**src/rtl/lagarto0_iqueue.sv**
```systemverilog
// Fetch-to-decode instruction queue: compacts valid fetch slots into a circular buffer, issues one
// instruction per cycle. Define LAGARTO0_IQUEUE_BYPASS_EN for same-cycle issue into an empty queue.
module lagarto0_iqueue #(
  parameter int unsigned DEPTH       = 4,
  parameter int unsigned FETCH_WIDTH = 2,
  parameter int unsigned ISA_SIZE    = 32,
  parameter int unsigned ADDR_SIZE   = 64
) (
  input  logic                            clk_i,
  input  logic                            rst_i,
  input  logic                            flush_i,
  input  logic                            fetch_valid_i,
  output logic                            fetch_ready_o,
  input  logic [FETCH_WIDTH*ISA_SIZE-1:0] fetch_line_i,
  input  logic [ADDR_SIZE-1:0]            fetch_pc_i,
  input  logic [FETCH_WIDTH-1:0]          fetch_mask_i,
  output logic                            dec_valid_o,
  input  logic                            dec_ready_i,
  output logic [ISA_SIZE-1:0]             dec_instr_o,
  output logic [ADDR_SIZE-1:0]            dec_pc_o,
  output logic [$clog2(DEPTH):0]          count_o
);

  localparam int unsigned PtrW = $clog2(DEPTH);
  localparam int unsigned CntW = PtrW + 1;

  logic [ISA_SIZE-1:0]  mem_instr [DEPTH];
  logic [ADDR_SIZE-1:0] mem_pc    [DEPTH];
  logic [PtrW-1:0]      rd_ptr, wr_ptr;
  logic [CntW-1:0]      count;

  logic                 push, buf_valid, pop;
  logic [ISA_SIZE-1:0]  slot_instr [FETCH_WIDTH];
  logic [ADDR_SIZE-1:0] slot_pc    [FETCH_WIDTH];
  logic                 wr_en      [FETCH_WIDTH];
  logic [PtrW-1:0]      wr_idx     [FETCH_WIDTH];
  logic                 byp_sel    [FETCH_WIDTH];
  logic [CntW-1:0]      n_wr;
  logic                 byp_valid, byp_take;
  logic [ISA_SIZE-1:0]  byp_instr;
  logic [ADDR_SIZE-1:0] byp_pc;

  assign fetch_ready_o = !rst_i && (count <= CntW'(DEPTH - FETCH_WIDTH));
  assign push          = fetch_valid_i && fetch_ready_o && !flush_i;
  assign buf_valid     = !rst_i && !flush_i && (count != '0);
  assign pop           = buf_valid && dec_ready_i;

  always_comb begin
    for (int k = 0; k < FETCH_WIDTH; k++) begin
      slot_instr[k] = fetch_line_i[k*ISA_SIZE +: ISA_SIZE];
      // Slot PCs are offsets from the line-aligned fetch address.
      slot_pc[k]    = (fetch_pc_i & ~ADDR_SIZE'(7)) + ADDR_SIZE'(4 * k);
    end
  end

  // Bypass selects the first valid slot when the buffer is empty.
  always_comb begin
    byp_valid = 1'b0;
    byp_instr = '0;
    byp_pc    = '0;
    for (int k = 0; k < FETCH_WIDTH; k++) byp_sel[k] = 1'b0;
`ifdef LAGARTO0_IQUEUE_BYPASS_EN
    if (push && count == '0) begin
      for (int k = 0; k < FETCH_WIDTH; k++) begin
        if (fetch_mask_i[k] && !byp_valid) begin
          byp_valid  = 1'b1;
          byp_sel[k] = 1'b1;
          byp_instr  = slot_instr[k];
          byp_pc     = slot_pc[k];
        end
      end
    end
`endif
    byp_take = byp_valid && dec_ready_i;
  end

  // Compact surviving slots onto consecutive entries starting at wr_ptr.
  always_comb begin
    n_wr = '0;
    for (int k = 0; k < FETCH_WIDTH; k++) begin
      wr_en[k]  = 1'b0;
      wr_idx[k] = wr_ptr + n_wr[PtrW-1:0];
      if (push && fetch_mask_i[k] && !(byp_take && byp_sel[k])) begin
        wr_en[k] = 1'b1;
        n_wr     = n_wr + CntW'(1);
      end
    end
  end

  assign dec_valid_o = buf_valid || byp_valid;
  assign dec_instr_o = byp_valid ? byp_instr : mem_instr[rd_ptr];
  assign dec_pc_o    = byp_valid ? byp_pc : mem_pc[rd_ptr];
  assign count_o     = count;

  always_ff @(posedge clk_i) begin
    for (int k = 0; k < FETCH_WIDTH; k++) begin
      if (wr_en[k]) begin
        mem_instr[wr_idx[k]] <= slot_instr[k];
        mem_pc[wr_idx[k]]    <= slot_pc[k];
      end
    end
  end

  always_ff @(posedge clk_i) begin
    if (rst_i || flush_i) begin
      rd_ptr <= '0;
      wr_ptr <= '0;
      count  <= '0;
    end else begin
      wr_ptr <= wr_ptr + n_wr[PtrW-1:0];
      rd_ptr <= rd_ptr + PtrW'(pop);
      count  <= count + n_wr - CntW'(pop);
    end
  end

endmodule

```
**config.mk**
```make
export PLATFORM = sky130hd
export DESIGN_NAME = lagarto0_iqueue
export DESIGN_NICKNAME = d
export VERILOG_FILES = /design/src/rtl/lagarto0_iqueue.sv
export SDC_FILE = /design/constraint.sdc
export NUM_CORES = 1
export LEC_CHECK = 0
export CORE_MARGIN = 1.5
export CORE_UTILIZATION = 45
export CTS_CLUSTER_SIZE = 40
export DETAILED_ROUTE_END_ITERATION = 6
export GPL_TIMING_DRIVEN = 0
export PLACE_DENSITY = 0.7
export SETUP_SLACK_MARGIN = 0.4
export SLEW_MARGIN = 0
export SYNTH_ARGS = -nofsm -noshare
export SYNTH_HDL_FRONTEND = slang
export SYNTH_SLANG_ARGS = --single-unit
```
**constraint.sdc**
```tcl
create_clock -name clk_i -period 4.9 [get_ports clk_i]
set_input_delay 0.98 -clock clk_i [delete_from_list [all_inputs] [get_ports clk_i]]
set_output_delay 0.98 -clock clk_i [all_outputs]
set_load 0.005 [all_outputs]
```
==> results.yml <==
worst_setup_path:
  cp.arrival_ns: 3.34
  startpoint_type: "register"
  crit_start: "rd_ptr[1]"
  slowest_stage: "clkbuf_1"
  critPathCaptureType: "output pin"
  path_buf_inv: 4
  cp_top_family: "buffers and inverters"
  rr_worst_depth: 9
  timing.critical_path.to: "dec_pc_o[51]"
  r2r_end: "mem_pc[2][35]"
  rrSetupSlack_ns: 1.26
  path_class: "register to output pin"
  r2r_start: "count_o[0]"
  cp.depth: 5
  path_common_cell: "clkbuf_1"
  path_cells: "clkbuf_1, clkbuf_1, buf_1, mux4_2, clkdlybuf4s50_1"
  slowest_delay_ns: 0.66
  worstPathMaxFanout: 10
  cp_data_required_time_ns: 3.92
run_status:
  status: "finished clean"
routing:
  wl_met2_um: 22500
  routed_wl_um: 44600
  firstDrtPassIters: 5
  num_vias: 10300
  drt-initial-drc-count: 483
  post-route-drc-count: 0
  vias_per_cell: 5.64
  wl_per_cell_um: 24.4
  wl_met3_um: 3330
  detail-route-antenna-nets: 0
  wl_met1_um: 17900
  top_layer: "met5"
timing:
  post-route-period-util: 0.882
  worstMarginPinSlew_ns: 0.945
  hold_viol_final: 0
  slew_violations: 0
  setup_viol: 0
  holdWs_ns: 0.465
  period_minus_slack_ns: 4.32
  fin_worst_skew_ns: 0.0113
  rsz0062_at_grt: "false"
  max_clock_freq_ghz: 0.231
  slew-limit-headroom: 0.370
  layout_setup_ws_ns: 0.576
  setup_tns_ns: 0
global_routing:
  grt_start_max_net_pins: 94
  grt_first_pass_wirelength_um: 67400
  grt_pass1_vias: 11000
  antenna_found_initial: 3
  grtUsageTotal: 0.220
  grt.overflow.total: 0
floorplan:
  die_height_um: 203
  io_pins: 236
  initial_core_util: 0.455
  num_rows: 73
  coreArea_um2: 39500
  die_width_um: 203
  die_area_um2: 41200
cts:
  clock_path_buffers: 3
  insertion_delay_ns: 0.56
  cts-buffers-inserted: 42
  ctsHoldBuffers: 0
  cts_tree: "done"
  ctsRootBufferMaster: "clkbuf_16"
  clock_sinks: 383
  htree_num_levels: 2
  clk_pin_slew_ns: 0.06
logic_synthesis:
  synth_cell_types: 34
  ys_ff_latch: 383
  syn_area_um2: 18000
  yosysWarnings: 0
  seq_area_frac_synth: 0.634
  syn_avg_cell_area_um2: 18.1
  synth_cells: 996
finish:
  area_growth_pct: 24.0
  final_common_cell: "edfxtp_1"
  finalInstanceArea_um2: 22300
  finalCoreUtilization: 0.564
  nets: 1414
  drive_gt1_frac: 0.256
  mostFrequentLayoutCells: "edfxtp_1 (372), clkdlybuf4s50_1 (230), a21boi_0 (136), a21boi_1 (99), mux4_2 (94)"
placed_design:
  port_buffers: 230
  dp_hpwl_um: 26900
  gp_congestion: 0.783
  dpl-instance-area_um2: 21000
  preCtsSetupSlack_ns: 0.156
pwr:
  ir_worst_vdd_mv: 0.192
  power_density_nw_per_um2: 318
  p_leak_nw: 7.25
flow_run:
  max-cap-violations: 0
hold_path:
  min_from: "mem_pc[3][2]"
  worstHoldPathCells: 1
  hp-class: "register to register"
## synth_stat cells
| library cell | count | area, µm² |
|---|---|---|
| a21boi_0 | 136 | 1020 |
| dfxtp_1 | 11 | 220 |
| conb_1 | 1 | 3.75 |
| clkbuf_1 | 50 | 188 |
| buf_4 | 2 | 15.0 |
| mux4_2 | 94 | 2120 |
| and2_1 | 6 | 37.5 |
| nand4b_1 | 2 | 17.5 |
| fa_1 | 1 | 20.0 |
| nand4_1 | 3 | 18.8 |
| nor3_1 | 3 | 15.0 |
| mux2_4 | 64 | 961 |
| xnor2_1 | 6 | 52.6 |
| clkinv_1 | 1 | 3.75 |
| and3b_1 | 2 | 17.5 |
| ha_1 | 7 | 87.6 |
| a21boi_1 | 99 | 743 |
| nor2_1 | 3 | 11.3 |
| a21bo_2 | 4 | 40.0 |
| buf_6 | 18 | 203 |
| clkbuf_2 | 1 | 5.00 |
| inv_1 | 5 | 18.8 |
| buf_2 | 17 | 85.1 |
| nand2_1 | 4 | 15.0 |
| a21boi_2 | 9 | 101 |
| edfxtp_1 | 372 | 11200 |
| a211o_1 | 1 | 8.76 |
| nand3b_1 | 1 | 7.51 |
| buf_1 | 4 | 15.0 |
| mux2_2 | 64 | 721 |
| or4_1 | 2 | 15.0 |
| nand3_1 | 1 | 5.00 |
| o31a_1 | 1 | 8.76 |
| xor2_1 | 1 | 8.76 |
## power breakdown
part | internal [mW] | switching [mW] | leakage (nW)
Combinational | 0.290 | 0.164 | 3.32
Clock | 1.73 | 1.28 | 0.615
Sequential | 3.61 | 0.0106 | 3.31
Total | 5.63 | 1.46 | 7.25
## metal layers
metal  GRT usage  up-vias
met1       0.283     5272
li1            -     4579
met2       0.376      378
met5           0        -
met3      0.0501       59
met4      0.0611        4
## layout make-up
type / instances / area [µm²]
fillers: 3060 / 17300
flip-flops and latches: 383 / 11400
multi-input cells: 516 / 6120
repair buffers: 230 / 2300
clock buffers: 50 / 1080
well taps: 525 / 657
plain buffers: 92 / 512
clock inverters: 21 / 193
inverters: 6 / 22.5
diodes: 2 / 5.00
## stage by stage
| step | cells | power, mW |
|---|---|---|
| floorplan | 997 | 3.89 |
| global placement | 1752 | 4.14 |
| detailed placement | 1752 | 4.15 |
| CTS | 1823 | 7.14 |
| global route | 1823 | 7.28 |
| finish | 1825 | 7.09 |
## how the worst min path moves through the flow
stage                               to
after global routing      mem_pc[3][2]
after floorplan           mem_pc[1][2]
after global placement    mem_pc[0][2]
final                     mem_pc[3][2]
after detailed placement  mem_pc[0][2]
after CTS                 mem_pc[0][2]
## cell families (layout without fill, tap and decap cells)
| logic type | count (synthesis) | after routing | share of synthesized area |
|---|---|---|---|
| flops | 383 | 383 | 0.634 |
| buf+inv | 98 | 399 | 0.0296 |
| mux | 222 | 222 | 0.211 |
| compound gates | 250 | 250 | 0.107 |
| xor+xnor | 7 | 7 | 0.00341 |
| simple gates | 27 | 27 | 0.00891 |
| fa+ha+maj | 8 | 8 | 0.00598 |
| other cells | 1 | 4 | 0.000209 |
## registers in the layout (all words and copies together) (netlist names)
name,flops
mem_pc,248
mem_instr,128
count_o,3
rd_ptr,2
wr_ptr,2
## worst register-to-register path: stages (launching register included)
cell	delay, ns
dfxtp_1	0.40
a211o_1	0.23
clkinv_1	0.23
and2_1	0.23
ha_1	0.31
or4_1	0.53
buf_2	0.22
buf_6	0.22
buf_6	0.17
nand2_8	0.58
## what timing repair did
action | CTS | global route
endpoints found under the setup margin | 0 | 44
gates resized for setup | 0 | 2
setup buffers | 0 | 0
(Power assumes the default switching activity.)
